==> config.mk <==
export PLATFORM = sky130hd
export DESIGN_NAME = bcm_lut_pipe
export DESIGN_NICKNAME = d
export VERILOG_FILES = /design/src/rtl/bcm_lut_pipe.sv
export SDC_FILE = /design/constraint.sdc
export NUM_CORES = 1
export LEC_CHECK = 0
export ABC_AREA = 1
export CAP_MARGIN = 20
export CORE_MARGIN = 1
export CORE_UTILIZATION = 60
export CTS_CLUSTER_SIZE = 28
export DETAILED_ROUTE_END_ITERATION = 8
export PLACE_DENSITY = 0.81
export SLEW_MARGIN = 20
export SYNTH_ARGS = -nofsm -noshare
export SYNTH_HDL_FRONTEND = slang
export SYNTH_SLANG_ARGS = --single-unit
==> constraint.sdc <==
create_clock -name clk -period 3.2 [get_ports clk]
set_clock_uncertainty 0.15 [all_clocks]
set_input_delay 0.48 -clock clk [delete_from_list [all_inputs] [get_ports clk]]
set_output_delay 0.48 -clock clk [all_outputs]
set_load 0.01 [all_outputs]
==> src/rtl/bcm_lut_pipe.sv <==
// bcm_lut_pipe: two-stage valid/ready code converter through a register LUT that can be
// host-written and reloaded from INIT. Define CONV_PARITY_EN to add the registered out_par output.
module bcm_lut_pipe #(
  parameter int IN_W  = 3,
  parameter int OUT_W = 2,
  parameter logic [OUT_W*(2**IN_W)-1:0] INIT = 16'h0F3F
) (
  input  logic             clk,
  input  logic             rst,
  input  logic             in_valid,
  output logic             in_ready,
  input  logic [IN_W-1:0]  in_data,
  output logic             out_valid,
  input  logic             out_ready,
  output logic [OUT_W-1:0] out_data,
  input  logic             wr_en,
  input  logic [IN_W-1:0]  wr_addr,
  input  logic [OUT_W-1:0] wr_data,
  input  logic             reload,
  output logic             busy
`ifdef CONV_PARITY_EN
  ,
  output logic             out_par
`endif
);

  localparam int DEPTH = 2**IN_W;

  typedef enum logic {
    S_IDLE,
    S_RELOAD
  } state_t;

  state_t           r_state;
  state_t           w_state_next;
  logic [IN_W:0]    r_cnt;
  logic [OUT_W-1:0] r_lut [DEPTH];
  logic             r_a_valid;
  logic [IN_W-1:0]  r_a_data;
  logic             r_out_valid;
  logic [OUT_W-1:0] r_out_data;
`ifdef CONV_PARITY_EN
  logic             r_out_par;
`endif

  logic             w_idle;
  logic             w_adv_b;
  logic             w_xfer;
  logic             w_accept;
  logic             w_wr_do;
  logic             w_last;
  logic [OUT_W-1:0] w_init_entry;
  logic [OUT_W-1:0] w_lookup;

  assign w_idle   = (r_state == S_IDLE);
  assign w_adv_b  = !r_out_valid || out_ready;
  assign w_xfer   = r_a_valid && w_adv_b && w_idle;
  assign in_ready = w_idle && (!r_a_valid || w_xfer);
  assign w_accept = in_valid && in_ready;
  // A reload request in the same cycle takes priority over a host write.
  assign w_wr_do  = wr_en && w_idle && !reload;
  assign w_last   = (r_cnt == (IN_W+1)'(DEPTH-1));

  assign busy      = (r_state == S_RELOAD);
  assign out_valid = r_out_valid;
  assign out_data  = r_out_data;
`ifdef CONV_PARITY_EN
  assign out_par   = r_out_par;
`endif

  always_ff @(posedge clk or posedge rst) begin
    if (rst) begin
      r_state <= S_IDLE;
    end else begin
      r_state <= w_state_next;
    end
  end

  always_comb begin
    w_state_next = r_state;
    case (r_state)
      S_IDLE:   if (reload) w_state_next = S_RELOAD;
      S_RELOAD: if (w_last) w_state_next = S_IDLE;
      default:  w_state_next = S_IDLE;
    endcase
  end

  always_ff @(posedge clk or posedge rst) begin
    if (rst) begin
      r_cnt <= '0;
    end else if (r_state == S_RELOAD) begin
      r_cnt <= w_last ? '0 : r_cnt + (IN_W+1)'(1);
    end else begin
      r_cnt <= '0;
    end
  end

  always_comb begin
    w_init_entry = '0;
    for (int k = 0; k < DEPTH; k++) begin
      if (r_cnt[IN_W-1:0] == IN_W'(k)) w_init_entry = INIT[k*OUT_W +: OUT_W];
    end
  end

  always_ff @(posedge clk or posedge rst) begin
    if (rst) begin
      for (int k = 0; k < DEPTH; k++) r_lut[k] <= INIT[k*OUT_W +: OUT_W];
    end else if (r_state == S_RELOAD) begin
      r_lut[r_cnt[IN_W-1:0]] <= w_init_entry;
    end else if (w_wr_do) begin
      r_lut[wr_addr] <= wr_data;
    end
  end

  // Write-first: a lookup on the edge that writes the same entry sees the new value.
  assign w_lookup = (w_wr_do && (wr_addr == r_a_data)) ? wr_data : r_lut[r_a_data];

  always_ff @(posedge clk or posedge rst) begin
    if (rst) begin
      r_a_valid <= 1'b0;
      r_a_data  <= '0;
    end else if (w_accept) begin
      r_a_valid <= 1'b1;
      r_a_data  <= in_data;
    end else if (w_xfer) begin
      r_a_valid <= 1'b0;
    end
  end

  always_ff @(posedge clk or posedge rst) begin
    if (rst) begin
      r_out_valid <= 1'b0;
      r_out_data  <= '0;
`ifdef CONV_PARITY_EN
      r_out_par   <= 1'b0;
`endif
    end else if (w_xfer) begin
      r_out_valid <= 1'b1;
      r_out_data  <= w_lookup;
`ifdef CONV_PARITY_EN
      r_out_par   <= ^w_lookup;
`endif
    end else if (out_ready) begin
      r_out_valid <= 1'b0;
    end
  end

endmodule
==> metrics, run 1 <==
FF+latch count, synth 28; final HPWL from detailed placement around 2900 µm; most instantiated cells after synthesis 70 x sky130_fd_sc_hd__nand2_1, 31 x sky130_fd_sc_hd__nand3_1, 31 x sky130_fd_sc_hd__nor2_1; count of hold-fix buffers inserted at cts 0; Synth Flop Type sky130_fd_sc_hd__dfrtp_1; max_cap viols 0; # diodes 0; Cell Area, Synth 1770 µm²; RSZ-0062 raised after global routing no; worst path required time 2.57 ns; biggest area contributors in the synthesized netlist sky130_fd_sc_hd__dfrtp_1 25%, sky130_fd_sc_hd__dfstp_2 15%, sky130_fd_sc_hd__nand2_1 15%, sky130_fd_sc_hd__nand3_1 8.8%, sky130_fd_sc_hd__nor2_1 6.6%; classification of the worst-slack hold path primary input to asynchronous set/reset pin; Rel. slew slack 57.0%; total routed wirelength 3870 µm; IO Port Bufs 18; worst-skew pair later-pin latency about 0.33 ns; outcome completed; number of remaining DRC errors 0; top-count cell post-synth sky130_fd_sc_hd__nand2_1; Worst Tran Pin Value 0.643 ns; area enclosed by the die boundary roughly 3200 µm²; first-pass GRT wire length 6680 µm; Setup Fix Bufs, Post-CTS 0; Setup TNS 0 ns; number of vias per cell after detailed routing 5.52; number of iterations in the first detailed-routing pass 4; CTS tree done; clock tree root buffer cell sky130_fd_sc_hd__clkbuf_4; Layout area overhead 13.6%; initial core utilization 63.6%; count of buffer and inverter cells on the critical path 3; die height between 50 and 60 µm; final global-route overflow total 0; number of routed nets with antenna violations 0; Pwr per Cell Area 859 nW/µm²; proportion of layout cells with a drive suffix above 1 15.8%; wire per inst 13.1 µm; maximum number of pins on one net before global-route repair 26; number of violations reported at the end of detailed-routing iteration 0 85; worst setup path startpoint out_ready; length in cells of the worst reg-to-reg path 8; type of the worst setup path primary input to primary output; FMAX 0.390 GHz; Lkg Pwr around 0.00097 µW; number of H-tree branching levels 1; final max-slew violation count 0; mean instance size in the synthesized netlist 7.22 µm²; total number of nets in the final design 287; Critical R2R Launch r_cnt[1]; Top Ports 19; Setup crit end in_ready; depth of the critical timing path with buffers and inverters included 6; clock transition time at the flip-flop clock pins of the worst setup and hold paths ~0.14 ns; post-synthesis cell type count 23; total global routing track utilization roughly 27%; worst reg-to-reg setup slack 1.29 ns; core region area 2780 µm²; critical path data arrival time about 1.9 ns; final RePlAce weighted congestion 0.909; Hold Fails Final Rpt 0; crit-path most repeated cell sky130_fd_sc_hd__clkdlybuf4s50_1; warnings from Yosys 0; Post-Synthesis Cells 245; number of buffers on the longest clock path 2; final critical delay including setup and external delays between 2 and 3 ns; stage delay of the slowest cell on the critical path approximately 0.56 ns; post-placement cell count 292; total number of clock tree sinks 28; number of antenna violations at the first check in global routing 0; fill count 232; final count of negative-setup-slack endpoints 0; EDFF count, synth 0; worst slack, placed 0.664 ns; top fanout value on the critical path 5; die outline width 56.3 µm; Critical Path Start Type primary input; number of cells in the finished layout apart from fillers 296; # rows 19; area share of the largest cell type after synthesis 25.5%; overall via count from detail_route 1635; library cell occupying the most area in the post-synthesis netlist sky130_fd_sc_hd__dfrtp_1; CP delay by family, top buffers and inverters; maximum vdd drop 741 µV; Setup crit end kind primary output; number of gates resized after cts 0; cts bufs inserted 3; Syn Nets approximately 270; Critical Path Slowest Stage Cell sky130_fd_sc_hd__clkdlybuf4s50_1; final critical-path setup slack roughly 0.63 ns; via count of the first global-routing pass 1521; final worst path period share 80.2%; sequential cell area fraction in the yosys report 40.3%; critical path, cell by cell clkdlybuf4s50_1, inv_1, nand2_1, nand3_2, a21oi_2, clkdlybuf4s50_1; reg2reg end r_lut[12]; Async S/R FF share, synth 100%
power by group:
part           switching, µW  internal [µW]  leakage (µW)
registers                159            571      0.000320
clock network            105           44.3     0.0000138
logic                    514            333      0.000636
total                    778            949      0.000970
layout make-up:
type                    instances  area [µm²]  area share (%)
inverters                      35         131            6.53
clock buffers                   3        22.5            1.12
well taps                      31        38.8            1.93
flip-flops and latches         28         713            35.5
multi-input cells             179         902            44.9
repair buffers                 20         203            10.1
cell families (layout without fill, tap and decap cells):
logic type | count (synthesis) | count (layout) | share of synthesized area [%]
AO/OA/AOI/OAI | 24 | 24 | 8.70
adder cells (fa/ha/maj) | 6 | 6 | 4.24
flip-flops | 28 | 28 | 40.3
XOR/XNOR | 1 | 1 | 0.495
AND/OR/NAND/NOR | 148 | 148 | 37.6
buffers and inverters | 38 | 58 | 8.70
placed cells by master (no fill, tap or decap), drive strengths merged, types with 2 or more instances in the layout:
| master | netlist | layout |
|---|---|---|
| buf | 3 | 2 |
| nand2 | 74 | 74 |
| a31oi | 11 | 11 |
| nand3 | 33 | 33 |
| a21oi | 7 | 7 |
| nor3 | 7 | 7 |
| clkdlybuf4s50 | 0 | 18 |
| o211ai | 3 | 3 |
| inv | 35 | 35 |
| nor2 | 33 | 33 |
| o21ai | 2 | 2 |
| ha | 6 | 6 |
| clkbuf | 0 | 3 |
| dfrtp | 18 | 18 |
| dfstp | 10 | 10 |
worst register-to-register path, cell delays in order, from the launching register on:
cell	delay (ns)
sky130_fd_sc_hd__dfrtp_1	0.49
sky130_fd_sc_hd__ha_1	0.25
sky130_fd_sc_hd__ha_1	0.18
sky130_fd_sc_hd__inv_1	0.05
sky130_fd_sc_hd__nand2_1	0.05
sky130_fd_sc_hd__a21oi_2	0.30
sky130_fd_sc_hd__and2_1	0.20
sky130_fd_sc_hd__nand2_1	0.07
sky130_fd_sc_hd__o211ai_1	0.09
sequential cells by signal, indices dropped and copies added (netlist names):
signal / flops
r_a_valid: 1
busy: 1
r_cnt: 4
r_a_data: 3
r_lut: 16
out_valid: 1
out_data: 2
layer usage:
| metal | global-route usage (%) | share of wire, % |
|---|---|---|
| met5 | 0 | 0 |
| met2 | 41.3 | 45 |
| met3 | 3.00 | 5.8 |
| met4 | 10.8 | 1.9 |
| met1 | 39.3 | 47 |
stage by stage:
| step | area [µm²] | hold slack, ns | util, % | power [µW] |
|---|---|---|---|---|
| CTS | 2000 | 0.356 | 71.7 | 1720 |
| detailed placement | 1970 | 0.323 | 70.9 | 1570 |
| finish | 2010 | 0.299 | 72.3 | 1730 |
| global route | 2010 | 0.341 | 72.3 | 1890 |
| floorplan | 1770 | 0.315 | - | 1330 |
| global placement | 1970 | 0.332 | 70.9 | 1550 |
worst min-delay path by stage:
stage,cells past startpoint,slack [ns],to
2_1_floorplan,2,0.32,r_lut[9]
3_3_place_gp,2,0.33,out_data[0]
3_5_place_dp,2,0.32,out_data[0]
4_1_cts,2,0.36,out_data[0]
5_1_grt,2,0.34,busy
6_report,2,0.30,busy
Power figures use the tool's default switching activity.
==> inputs of run 2 (changes only) <==
CORE_UTILIZATION = 56   (was 60)
PLACE_DENSITY = 0.76   (was 0.81)
clock period = 2.7 ns   (was 3.2 ns; I/O delays follow)
==> metrics, run 2 (synthesis gave the netlist of run 1 again) <==
maximum number of pins on one net before global-route repair 29; via count of the first global-routing pass between 1000 and 1500; area post-placement 1990 µm²; FMAX 0.408 GHz; met3 Track Usage GR under 10%; number of buffers on the longest clock path 2; top fanout value on the critical path 11; final worst path period share around 91%; Layout area overhead 14.5%; clock tree root buffer cell sky130_fd_sc_hd__clkbuf_4; depth of the critical timing path with buffers and inverters included 4; number of iterations in the first detailed-routing pass 4; Critical Path Slowest Stage Cell sky130_fd_sc_hd__clkdlybuf4s50_1; final RePlAce weighted congestion 0.940; count of buffer and inverter cells on the critical path 2; Setup Fix Bufs, Post-CTS 0; Top Ports 19; final critical delay including setup and external delays 2.45 ns; CP delay by family, top buffers and inverters; top flop regs r_lut: 16 flops, r_cnt: 4 flops, r_a_data: 3 flops; number of gates resized after cts 0; CTS tree done; clock transition time at the flip-flop clock pins of the worst setup and hold paths 0.15 ns; final critical-path setup slack 0.247 ns; area enclosed by the die boundary roughly 3400 µm²; register containing the most flip-flops in the final layout r_lut; area of all placed cells without fillers 2030 µm²; # diodes 0; classification of the worst-slack hold path primary input to asynchronous set/reset pin; # rows 20; die outline width 58.2 µm; type of the worst setup path register to primary output; Worst Tran Pin Value 0.630 ns; total global routing track utilization 25.5%; IO Port Bufs 18; highest-count cells in the layout ignoring fill and taps 70 x sky130_fd_sc_hd__nand2_1, 31 x sky130_fd_sc_hd__nand3_1, 31 x sky130_fd_sc_hd__nor2_1; Rel. slew slack 57.9%; die height slightly below 60 µm; Critical Path Start Type register; length in cells of the worst reg-to-reg path 8; stage delay of the slowest cell on the critical path about 0.56 ns; Pwr Total 2070 µW; max_cap viols 0; count of hold-fix buffers inserted at cts 0; critical path, cell by cell inv_2, nand3_2, a21oi_2, clkdlybuf4s50_1; final global-route overflow total 0; first-pass GRT wire length 6570 µm; RSZ-0062 raised after global routing no; number of routed nets with antenna violations 0; Hold Fails Final Rpt 0; wire per inst 12.3 µm; total routed wirelength ~3800 µm; total number of nets in the final design about 290; Pwr per Cell Area a little over 1000 nW/µm²; routing usage on met2 38.9%; worst slack, placed 0.309 ns; maximum vdd drop 588 µV; most frequent standard cell in the layout excluding fill and tap cells sky130_fd_sc_hd__nand2_1; worst-skew pair later-pin latency 0.33 ns; GRT met1 Usage between 30% and 40%; number of antenna violations at the first check in global routing 0; initial core utilization 58.4%; total number of clock tree sinks 28; overall via count from detail_route 1591; final count of negative-setup-slack endpoints 0; Setup TNS 0 ns; core region area 3030 µm²; critical path data arrival time 1.90 ns; number of remaining DRC errors 0; Lkg Pwr 0.000970 µW; number of vias per cell after detailed routing 5.15; final max-slew violation count 0; outcome completed; final HPWL from detailed placement between 2000 and 3000 µm; number of violations reported at the end of detailed-routing iteration 0 111; number of flip-flops under the largest register name 16; fill count 266; proportion of layout cells with a drive suffix above 1 15.8%; worst path required time 2.14 ns; number of H-tree branching levels 1; cts bufs inserted 3; peak-usage layer in the global routing report met2; Setup crit end kind primary output
run 2: cell count changes in the layout (fill, tap and decap cells not counted), sizes merged:
cell,delta
buf,-1
clkbuf,+1
run 2: stage by stage:
stage | cells | util [%] | hold slack, ns
finish | 309 | 66.9 | 0.262
global route | 309 | 66.9 | 0.310
CTS | 309 | 66.9 | 0.266
detailed placement | 305 | 65.7 | 0.343
global placement | 305 | 65.7 | 0.329
floorplan | 245 | - | 0.313
run 2: layer usage:
layer	share of wire [%]	wire length [µm]	up-vias
met4	2.2	83	0
met5	0	0	-
met2	45	1730	39
met1	49	1860	721
li1	-	-	823
met3	3.8	146	8
run 2: path summary, 6_finish.rpt:
check,slack [ns],start,endpoint
max reg2reg,0.82,r_cnt[1],r_lut[8]
min in group clk,0.36,r_lut[14],r_lut[14]
min reg2reg,0.36,r_lut[14],r_lut[14]
min,0.26,rst,r_lut[1]
max in group asynchronous,1.83,rst,r_lut[4]
max,0.25,busy,in_ready
run 2: report_power, final:
part	internal (µW)	switching, µW	leakage (µW)	total [µW]
Sequential	678	191	0.000320	868
Combinational	393	601	0.000628	994
Clock	82.5	124	0.0000210	206
run 2: area by class of cell:
type,count,area (µm²),area share [%]
multi-input cells,179,902,44.5
flip-flops and latches,28,713,35.2
repair buffers,19,188,9.26
inverters,35,131,6.49
well taps,44,55.1,2.72
clock buffers,4,36.3,1.79
run 2: worst register-to-register path, cell delays in order (launching register included):
cell and delay (ns):
sky130_fd_sc_hd__dfrtp_1 0.49, sky130_fd_sc_hd__ha_1 0.25, sky130_fd_sc_hd__ha_1 0.18, sky130_fd_sc_hd__inv_1 0.05, sky130_fd_sc_hd__nand2_1 0.05, sky130_fd_sc_hd__a21oi_2 0.26
sky130_fd_sc_hd__and2_1 0.22, sky130_fd_sc_hd__nand2_1 0.09, sky130_fd_sc_hd__nand3_1 0.09
==> inputs of run 3 (changes only) <==
CORE_MARGIN = unset   (was 1)
CORE_UTILIZATION = 45   (was 56)
PLACE_DENSITY = 0.63   (was 0.76)
clock period = 3.1 ns   (was 2.7 ns; I/O delays follow)
==> metrics, run 3 (synthesis gave the netlist of run 1 again) <==
count of buffer and inverter cells on the critical path 3; critical path data arrival time roughly 1.9 ns; final critical delay including setup and external delays 2.49 ns; area enclosed by the die boundary 4190 µm²; CTS tree done; stage delay of the slowest cell on the critical path between 0.5 and 0.6 ns; worst setup path startpoint out_ready; classification of the worst-slack hold path register to register; die height around 65 µm; final HPWL from detailed placement 3130 µm; Setup crit end kind primary output; number of antenna violations at the first check in global routing 0; overall via count from detail_route 1597; Setup Fix Bufs, Post-CTS 0; Rel. slew slack 38.2%; final count of negative-setup-slack endpoints 0; Lkg Pwr 0.000982 µW; register containing the most flip-flops in the final layout r_lut; WL met1 2060 µm; cts bufs inserted 3; core region area 3720 µm²; die outline width 64.7 µm; Critical Path Slowest Stage Cell sky130_fd_sc_hd__clkdlybuf4s50_1; first-pass GRT wire length 7130 µm; routed length on met3 123 µm; crit-path most repeated cell sky130_fd_sc_hd__clkdlybuf4s50_1; most frequent standard cell in the layout excluding fill and tap cells sky130_fd_sc_hd__nand2_1; final RePlAce weighted congestion 0.825; top fanout value on the critical path 5; Pwr per Cell Area 908 nW/µm²; Worst Tran Pin Value 0.926 ns; total global routing track utilization 22.4%; number of remaining DRC errors 0; top flop regs r_lut: 16 flops, r_cnt: 4 flops, r_a_data: 3 flops; clock transition time at the flip-flop clock pins of the worst setup and hold paths 0.10 ns; final max-slew violation count 0; type of the worst setup path primary input to primary output; IO Port Bufs 18; number of cells in the finished layout apart from fillers 314; number of gates resized after cts 0; number of flip-flops under the largest register name 16; maximum number of pins on one net before global-route repair 25; number of violations reported at the end of detailed-routing iteration 0 84; number of H-tree branching levels 1; FMAX about 0.4 GHz; worst slack, placed 0.596 ns; worst min-delay path startpoint out_data[0]; number of iterations in the first detailed-routing pass 5; number of routed nets with antenna violations 0; outcome completed; number of vias per cell after detailed routing 5.09; worst path required time 2.48 ns; maximum vdd drop 400 µV; total met2 wirelength after detailed routing between 1500 and 2000 µm; total routed wirelength 4100 µm; critical path, cell by cell clkdlybuf4s50_1, inv_1, nand2_1, nand3_2, a21oi_2, clkdlybuf4s50_1; Top Ports 19; via count of the first global-routing pass 1495; number of buffers on the longest clock path 2; final critical-path setup slack a little over 0.6 ns; proportion of layout cells with a drive suffix above 1 16.2%; highest-count cells in the layout ignoring fill and taps 70 x sky130_fd_sc_hd__nand2_1, 31 x sky130_fd_sc_hd__nand3_1, 31 x sky130_fd_sc_hd__nor2_1; final global-route overflow total 0; RSZ-0062 raised after global routing no; Setup TNS 0 ns; total number of nets in the final design between 200 and 300; max_cap viols 0; # diodes 0; # rows 22; worst-skew pair later-pin latency 0.28 ns; count of hold-fix buffers inserted at cts 0; total number of clock tree sinks 28; final worst path period share 80.4%; post-placement cell count 310; CP delay by family, top buffers and inverters; initial core utilization 47.6%; Top Metal Used met4; Layout area overhead 16.3%; wire per inst ~13 µm; Critical R2R Launch r_cnt[1]; Hold Fails Final Rpt 0; Critical Path Start Type primary input; clock tree root buffer cell sky130_fd_sc_hd__clkbuf_8
==> run 3: changes by cell type in the layout (fill, tap and decap cells not counted) <==
cell                       before  now
sky130_fd_sc_hd__clkbuf_4       3    0
sky130_fd_sc_hd__clkbuf_8       1    4
sky130_fd_sc_hd__buf_4          1    2
==> run 3: layout make-up <==
| type | instances | area (µm²) |
|---|---|---|
| timing repair buffer | 20 | 195 |
| sequential | 28 | 713 |
| inverter | 35 | 131 |
| tap | 48 | 60.1 |
| fill | 381 | 1660 |
| multi-input combinational | 179 | 902 |
| clock buffer | 4 | 55.1 |
==> run 3: tightest hold or removal path: stages, from the launching register on <==
cell	delay, ns
sky130_fd_sc_hd__dfrtp_1	0.35
sky130_fd_sc_hd__nand2_1	0.06
sky130_fd_sc_hd__nand2_1	0.06
==> run 3: power breakdown <==
group | leakage (µW) | internal (µW) | switching, µW | total (µW)
Sequential | 0.000320 | 591 | 163 | 754
Combinational | 0.000633 | 344 | 535 | 879
Clock | 0.0000288 | 114 | 120 | 234
Total | 0.000982 | 1050 | 818 | 1870
==> run 3: path summary, 6_finish.rpt <==
kind                                to  cells after the start  slack [ns]
max in group asynchronous     r_lut[6]                      3        1.57
min in group asynchronous     r_cnt[3]                      2        0.53
max                           in_ready                      6        0.61
min                        out_data[0]                      2        0.34
min reg2reg                out_data[0]                      2        0.34
max reg2reg                  r_lut[13]                      8        1.19
==> run 3: stage by stage <==
stage	instance area [µm²]	hold WS [ns]	power (µW)	util, %
after floorplan	1770	0.315	1380	-
after global placement	2000	0.334	1630	53.9
after detailed placement	2000	0.322	1640	53.9
after global routing	2060	0.376	2050	55.4
after CTS	2060	0.347	1880	55.4
final	2060	0.341	1870	55.4
==> run 3: layer usage <==
metal,GRT usage [%],up-vias
met2,36.6,35
met1,30.3,732
met4,6.67,0
li1,-,825
met3,3.52,5
met5,0,-
